--- config.mk ---
export PLATFORM = sky130hd
export DESIGN_NAME = x_stretch
export DESIGN_NICKNAME = d
export VERILOG_FILES = /design/src/rtl/x_stretch.sv
export SDC_FILE = /design/constraint.sdc
export NUM_CORES = 1
export LEC_CHECK = 0
export BUFFER_PORTS_ARGS = -buffer_cell sky130_fd_sc_hd__buf_2
export CELL_PAD_IN_SITES_DETAIL_PLACEMENT = 0
export CELL_PAD_IN_SITES_GLOBAL_PLACEMENT = 1
export CORE_MARGIN = 3
export CORE_UTILIZATION = 30
export CTS_BUF_LIST = sky130_fd_sc_hd__clkbuf_8
export DETAILED_ROUTE_END_ITERATION = 10
export PLACE_DENSITY = 0.65
export RECOVER_POWER = 25
export REMOVE_ABC_BUFFERS = 1
export SLEW_MARGIN = 30
export SYNTH_ARGS = -nofsm -noshare
export SYNTH_HDL_FRONTEND = slang
export SYNTH_SLANG_ARGS = --single-unit
--- constraint.sdc ---
create_clock -name clock -period 4.5 [get_ports clock]
set_input_delay 0.225 -clock clock [delete_from_list [all_inputs] [get_ports clock]]
set_output_delay 0.225 -clock clock [all_outputs]
set_load 0.01 [all_outputs]
--- src/rtl/x_stretch.sv ---
// Pulse stretcher: turns 1-clock trigger pulses into a programmable-width level with
// optional retrigger and a minimum low gap. Define X_STRETCH_STATS_EN for merged/dropped counters.
module x_stretch #(
   parameter int CNT_BITS = 4,
   parameter int GAP      = 1
) (
   input  logic                clock,
   input  logic                reset,
   input  logic                d,
   input  logic                enable,
   input  logic                retrig,
   input  logic [CNT_BITS-1:0] len,
`ifdef X_STRETCH_STATS_EN
   output logic [7:0]          merged,
   output logic [7:0]          dropped,
`endif
   output logic                q,
   output logic                busy
);

   localparam logic [1:0] ST_IDLE    = 2'd0;
   localparam logic [1:0] ST_STRETCH = 2'd1;
   localparam logic [1:0] ST_HOLD    = 2'd2;
   localparam logic [3:0] GAP_V      = 4'(GAP);

   logic [1:0]          sm_r, sm_s;
   logic [CNT_BITS-1:0] cnt_r, cnt_s, load_s;
   logic [3:0]          gcnt_r, gcnt_s;
   logic                q_s, busy_s, trig_s, merge_s, drop_s;

   // A programmed length of zero still yields a one-clock pulse.
   function automatic logic [CNT_BITS-1:0] min_one(input logic [CNT_BITS-1:0] v);
      return (v == '0) ? CNT_BITS'(1'b1) : v;
   endfunction

   assign trig_s = d & enable;
   assign load_s = min_one(len);

   // Next-state, counter and output decode.
   always_comb begin
      sm_s    = sm_r;
      cnt_s   = cnt_r;
      gcnt_s  = gcnt_r;
      q_s     = q;
      busy_s  = busy;
      merge_s = 1'b0;
      drop_s  = 1'b0;
      if (!enable) begin
         sm_s   = ST_IDLE;
         cnt_s  = '0;
         gcnt_s = 4'd0;
         q_s    = 1'b0;
         busy_s = 1'b0;
      end else begin
         case (sm_r)
            ST_IDLE: begin
               if (trig_s) begin
                  sm_s   = ST_STRETCH;
                  cnt_s  = load_s;
                  q_s    = 1'b1;
                  busy_s = 1'b1;
               end else begin
                  q_s    = 1'b0;
                  busy_s = 1'b0;
               end
            end
            ST_STRETCH: begin
               if (trig_s && retrig) begin
                  // Reload beats the last-cycle exit so the level never glitches.
                  cnt_s   = load_s;
                  q_s     = 1'b1;
                  busy_s  = 1'b1;
                  merge_s = 1'b1;
               end else begin
                  drop_s = trig_s;
                  if (cnt_r <= CNT_BITS'(1'b1)) begin
                     cnt_s = '0;
                     q_s   = 1'b0;
                     if (GAP_V != 4'd0) begin
                        sm_s   = ST_HOLD;
                        gcnt_s = GAP_V;
                        busy_s = 1'b1;
                     end else begin
                        sm_s   = ST_IDLE;
                        busy_s = 1'b0;
                     end
                  end else begin
                     cnt_s  = cnt_r - CNT_BITS'(1'b1);
                     q_s    = 1'b1;
                     busy_s = 1'b1;
                  end
               end
            end
            ST_HOLD: begin
               drop_s = trig_s;
               q_s    = 1'b0;
               if (gcnt_r <= 4'd1) begin
                  sm_s   = ST_IDLE;
                  gcnt_s = 4'd0;
                  busy_s = 1'b0;
               end else begin
                  gcnt_s = gcnt_r - 4'd1;
                  busy_s = 1'b1;
               end
            end
            default: begin
               sm_s   = ST_IDLE;
               cnt_s  = '0;
               gcnt_s = 4'd0;
               q_s    = 1'b0;
               busy_s = 1'b0;
            end
         endcase
      end
   end

   // Core state and registered outputs.
   always_ff @(posedge clock or posedge reset) begin
      if (reset) begin
         sm_r   <= ST_IDLE;
         cnt_r  <= '0;
         gcnt_r <= 4'd0;
         q      <= 1'b0;
         busy   <= 1'b0;
      end else begin
         sm_r   <= sm_s;
         cnt_r  <= cnt_s;
         gcnt_r <= gcnt_s;
         q      <= q_s;
         busy   <= busy_s;
      end
   end

`ifdef X_STRETCH_STATS_EN
   // Saturating event counters, cleared only by reset.
   always_ff @(posedge clock or posedge reset) begin
      if (reset) begin
         merged  <= 8'd0;
         dropped <= 8'd0;
      end else begin
         if (merge_s && (merged != 8'hFF)) begin
            merged <= merged + 8'd1;
         end else begin
            merged <= merged;
         end
         if (drop_s && (dropped != 8'hFF)) begin
            dropped <= dropped + 8'd1;
         end else begin
            dropped <= dropped;
         end
      end
   end
`endif

endmodule

==> flow_summary.toml <==
[route]
route.antenna.remaining_nets = 0
wl_um = 2300
firstDrtPassIters = 4
drc = 0
wl_per_cell_um = 14.5
number_of_violations_reported_at_the_end_of_detailed_routing_iteration_0 = 29
vias_per_cell = 5.25
overall_via_count_from_detail_route = 834

[clock_tree]
cts-root-to-sink-buffers = 2
cts.clk_slew.worst_paths_ns = 0.05
clock_tree.htree_level_count = 1
cts_made_buffers = 3
holdBufCountCts = 0
cts_tree = "done"
post_cts_buffers = 0
clock_sinks = 12
clock_tree.root_cell = "sky130_fd_sc_hd__clkbuf_8"
cts_resized = 0
worstSkewPairLatency_ns = 0.24

[worst_setup_path]
reg_to_reg_endpoint = "gcnt_r[3]"
cp.buffers_inverters = 1
crit_family = "compound AO/OA/AOI/OAI gates"
startpoint_type = "flip-flop"
critical_path_class = "reg2reg"
worst_path_largest_cell_delay_ns = 0.43
worstSetupEndpointType = "flip-flop"
worstPathMaxFanout = 11
crit_chain = "inv_1, ha_1, o21ai_0, a31oi_4, nor4_1, a211o_1"
cpMaxStageDelayCell = "sky130_fd_sc_hd__dfrtp_1"
worst_r2r_startpoint = "sm_r[1]"
critical_path_arrival_ns = 2.08
ff2ff_setup_slack_ns = 2.55
crit_required_ns = 4.63
r2r_cells = 6

[timing]
grt_setup_unrepaired = "no"
post-route-min-period_ns = 1.95
final_hold_viol_count = 0
report.final.setup_viol = 0
fmaxAchievable_mhz = 513
setup_slack_after_layout_ns = 2.55
maxSlewViolCount = 0
min_period_over_period = 0.433
setup-tns-final_ns = 0
skew_ns = 0.000505
tightest_slew_ns = 0.504
maxSlewHeadroom = 0.663

[floorplanning]
fp.dieH_um = 62.2
area_of_the_core_region_um2 = 2880
die_boundary_width_um = 62.2
die-area_um2 = 3860
floorplan.io_pins = 11
initial_core_util = 0.329
row_count = 19

[place]
port_buffers = 10
post-place-ws_ns = 2.55
dp_hpwl_um = 1740
placer_s_final_routability_congestion_estimate = 0.791

[global_routing]
antenna_violations_before_repair = 0
grt_pass1_vias = 814
grt_start_max_net_pins = 17
groute.usage.overall = 0.127
grt_first_pass_wirelength_um = 4010
gr-total-overflow = 0

[finish]
num-fill-cells = 311
drive_gt1_frac = 0.179
layout-area-overhead-vs-synth_pct = 14.8
antenna-diode-count = 0
final_nets = 136

[hold_path]
timing.hold.worst.class = "in2async"

[logic_synthesis]
share_of_synthesized_registers_carrying_an_async_set_or_reset = 1.00
synthCells = 106
synth.cell_area_um2 = 946
synth.ff_latch_count = 12
seq_area_frac_synth = 0.317
netlist.area_leader.share = 0.317
synthTopCellsByArea = "sky130_fd_sc_hd__dfrtp_1, sky130_fd_sc_hd__ha_1, sky130_fd_sc_hd__nand2_1"
synth_commonest_cells = "sky130_fd_sc_hd__nand2_1, sky130_fd_sc_hd__dfrtp_1, sky130_fd_sc_hd__ha_1, sky130_fd_sc_hd__inv_1"
synth_enable_flop_cells = 0
synth_ff_type = "sky130_fd_sc_hd__dfrtp_1"
postSynthAreaPerCell_um2 = 8.92
synthDominantAreaCellType = "sky130_fd_sc_hd__dfrtp_1"
yosysUniqueCellTypes = 40
cell_with_the_most_instances_after_synthesis = "sky130_fd_sc_hd__nand2_1"
yosys_warnings = 0

[run_status]
run_status = "completed"

[power]
static-leakage-power_nw = 0.483
power_density_nw_per_um2 = 564
ir_worst_vdd_mv = 0.336

[run]
number_of_max_capacitance_violations_reported = 0
-- routing by layer --
layer	GRT usage	wire length [um]
met1	0.175	1150
met4	0.0331	12
met2	0.198	1070
met3	0.0324	74
met5	0	0
-- layout by cell type, fill, tap and decap left out, drive strengths merged, types with 2 or more instances in the layout --
cell     n
a31oi    3
and3     2
o31ai    3
a211oi   2
or2      2
buf     10
o21ai    5
a21oi    6
inv      9
nand2   14
nor2     3
a32oi    2
nor3     6
nand3    3
and4b    2
clkbuf   4
o221ai   2
ha       9
dfrtp   12
o41ai    2
-- stage by stage --
step	power, mW	instances	util	hold WS, ns	instance area (um^2)
2_1_floorplan	0.410	103	-	0.0897	928
3_3_place_gp	0.491	155	0.358	0.273	1030
3_5_place_dp	0.491	155	0.358	0.276	1030
4_1_cts	0.617	159	0.378	0.0185	1090
5_1_grt	0.667	159	0.378	0.0273	1090
6_report	0.613	159	0.378	0.00131	1090
-- registers in the layout (all words and copies together), names as in the netlist --
signal and cells:
q 1, busy 1, cnt_r 4, gcnt_r 4, sm_r 2
-- worst max-delay path by stage --
stage / slack [ns] / from / end / cells after the start
after floorplan: 2.85 / sm_r[1] / gcnt_r[3] / 6
after global placement: 2.61 / sm_r[1] / gcnt_r[3] / 6
after detailed placement: 2.55 / sm_r[1] / gcnt_r[3] / 6
after CTS: 2.54 / sm_r[1] / gcnt_r[3] / 6
after global routing: 2.39 / sm_r[1] / gcnt_r[3] / 6
final: 2.55 / sm_r[1] / gcnt_r[3] / 6
-- cells by family (layout without fill, tap and decap cells) --
group                    count (synthesis)  after routing  synth area share
AO/OA/AOI/OAI                           31             31             0.261
adder cells (fa/ha/maj)                  9              9             0.119
buffers and inverters                   12             23            0.0542
flip-flops                              12             12             0.317
multiplexers                             2              2            0.0225
AND/OR/NAND/NOR                         40             40             0.226
-- final cells by class --
cell class	instances	area (um^2)	share of cell area
inverter	9	33.8	0.0311
tap	42	52.6	0.0484
multi-input combinational	82	594	0.547
timing repair buffer	10	50.0	0.0461
sequential	12	300	0.276
clock buffer	4	55.1	0.0507
-- report_power, final --
group / switching (mW) / total [mW] / internal [mW]
Clock: 0.0410 / 0.118 / 0.0774
Sequential: 0.0317 / 0.169 / 0.137
Combinational: 0.198 / 0.326 / 0.127
Total: 0.271 / 0.613 / 0.342
Note: power is estimated with default switching activity, not from simulation.
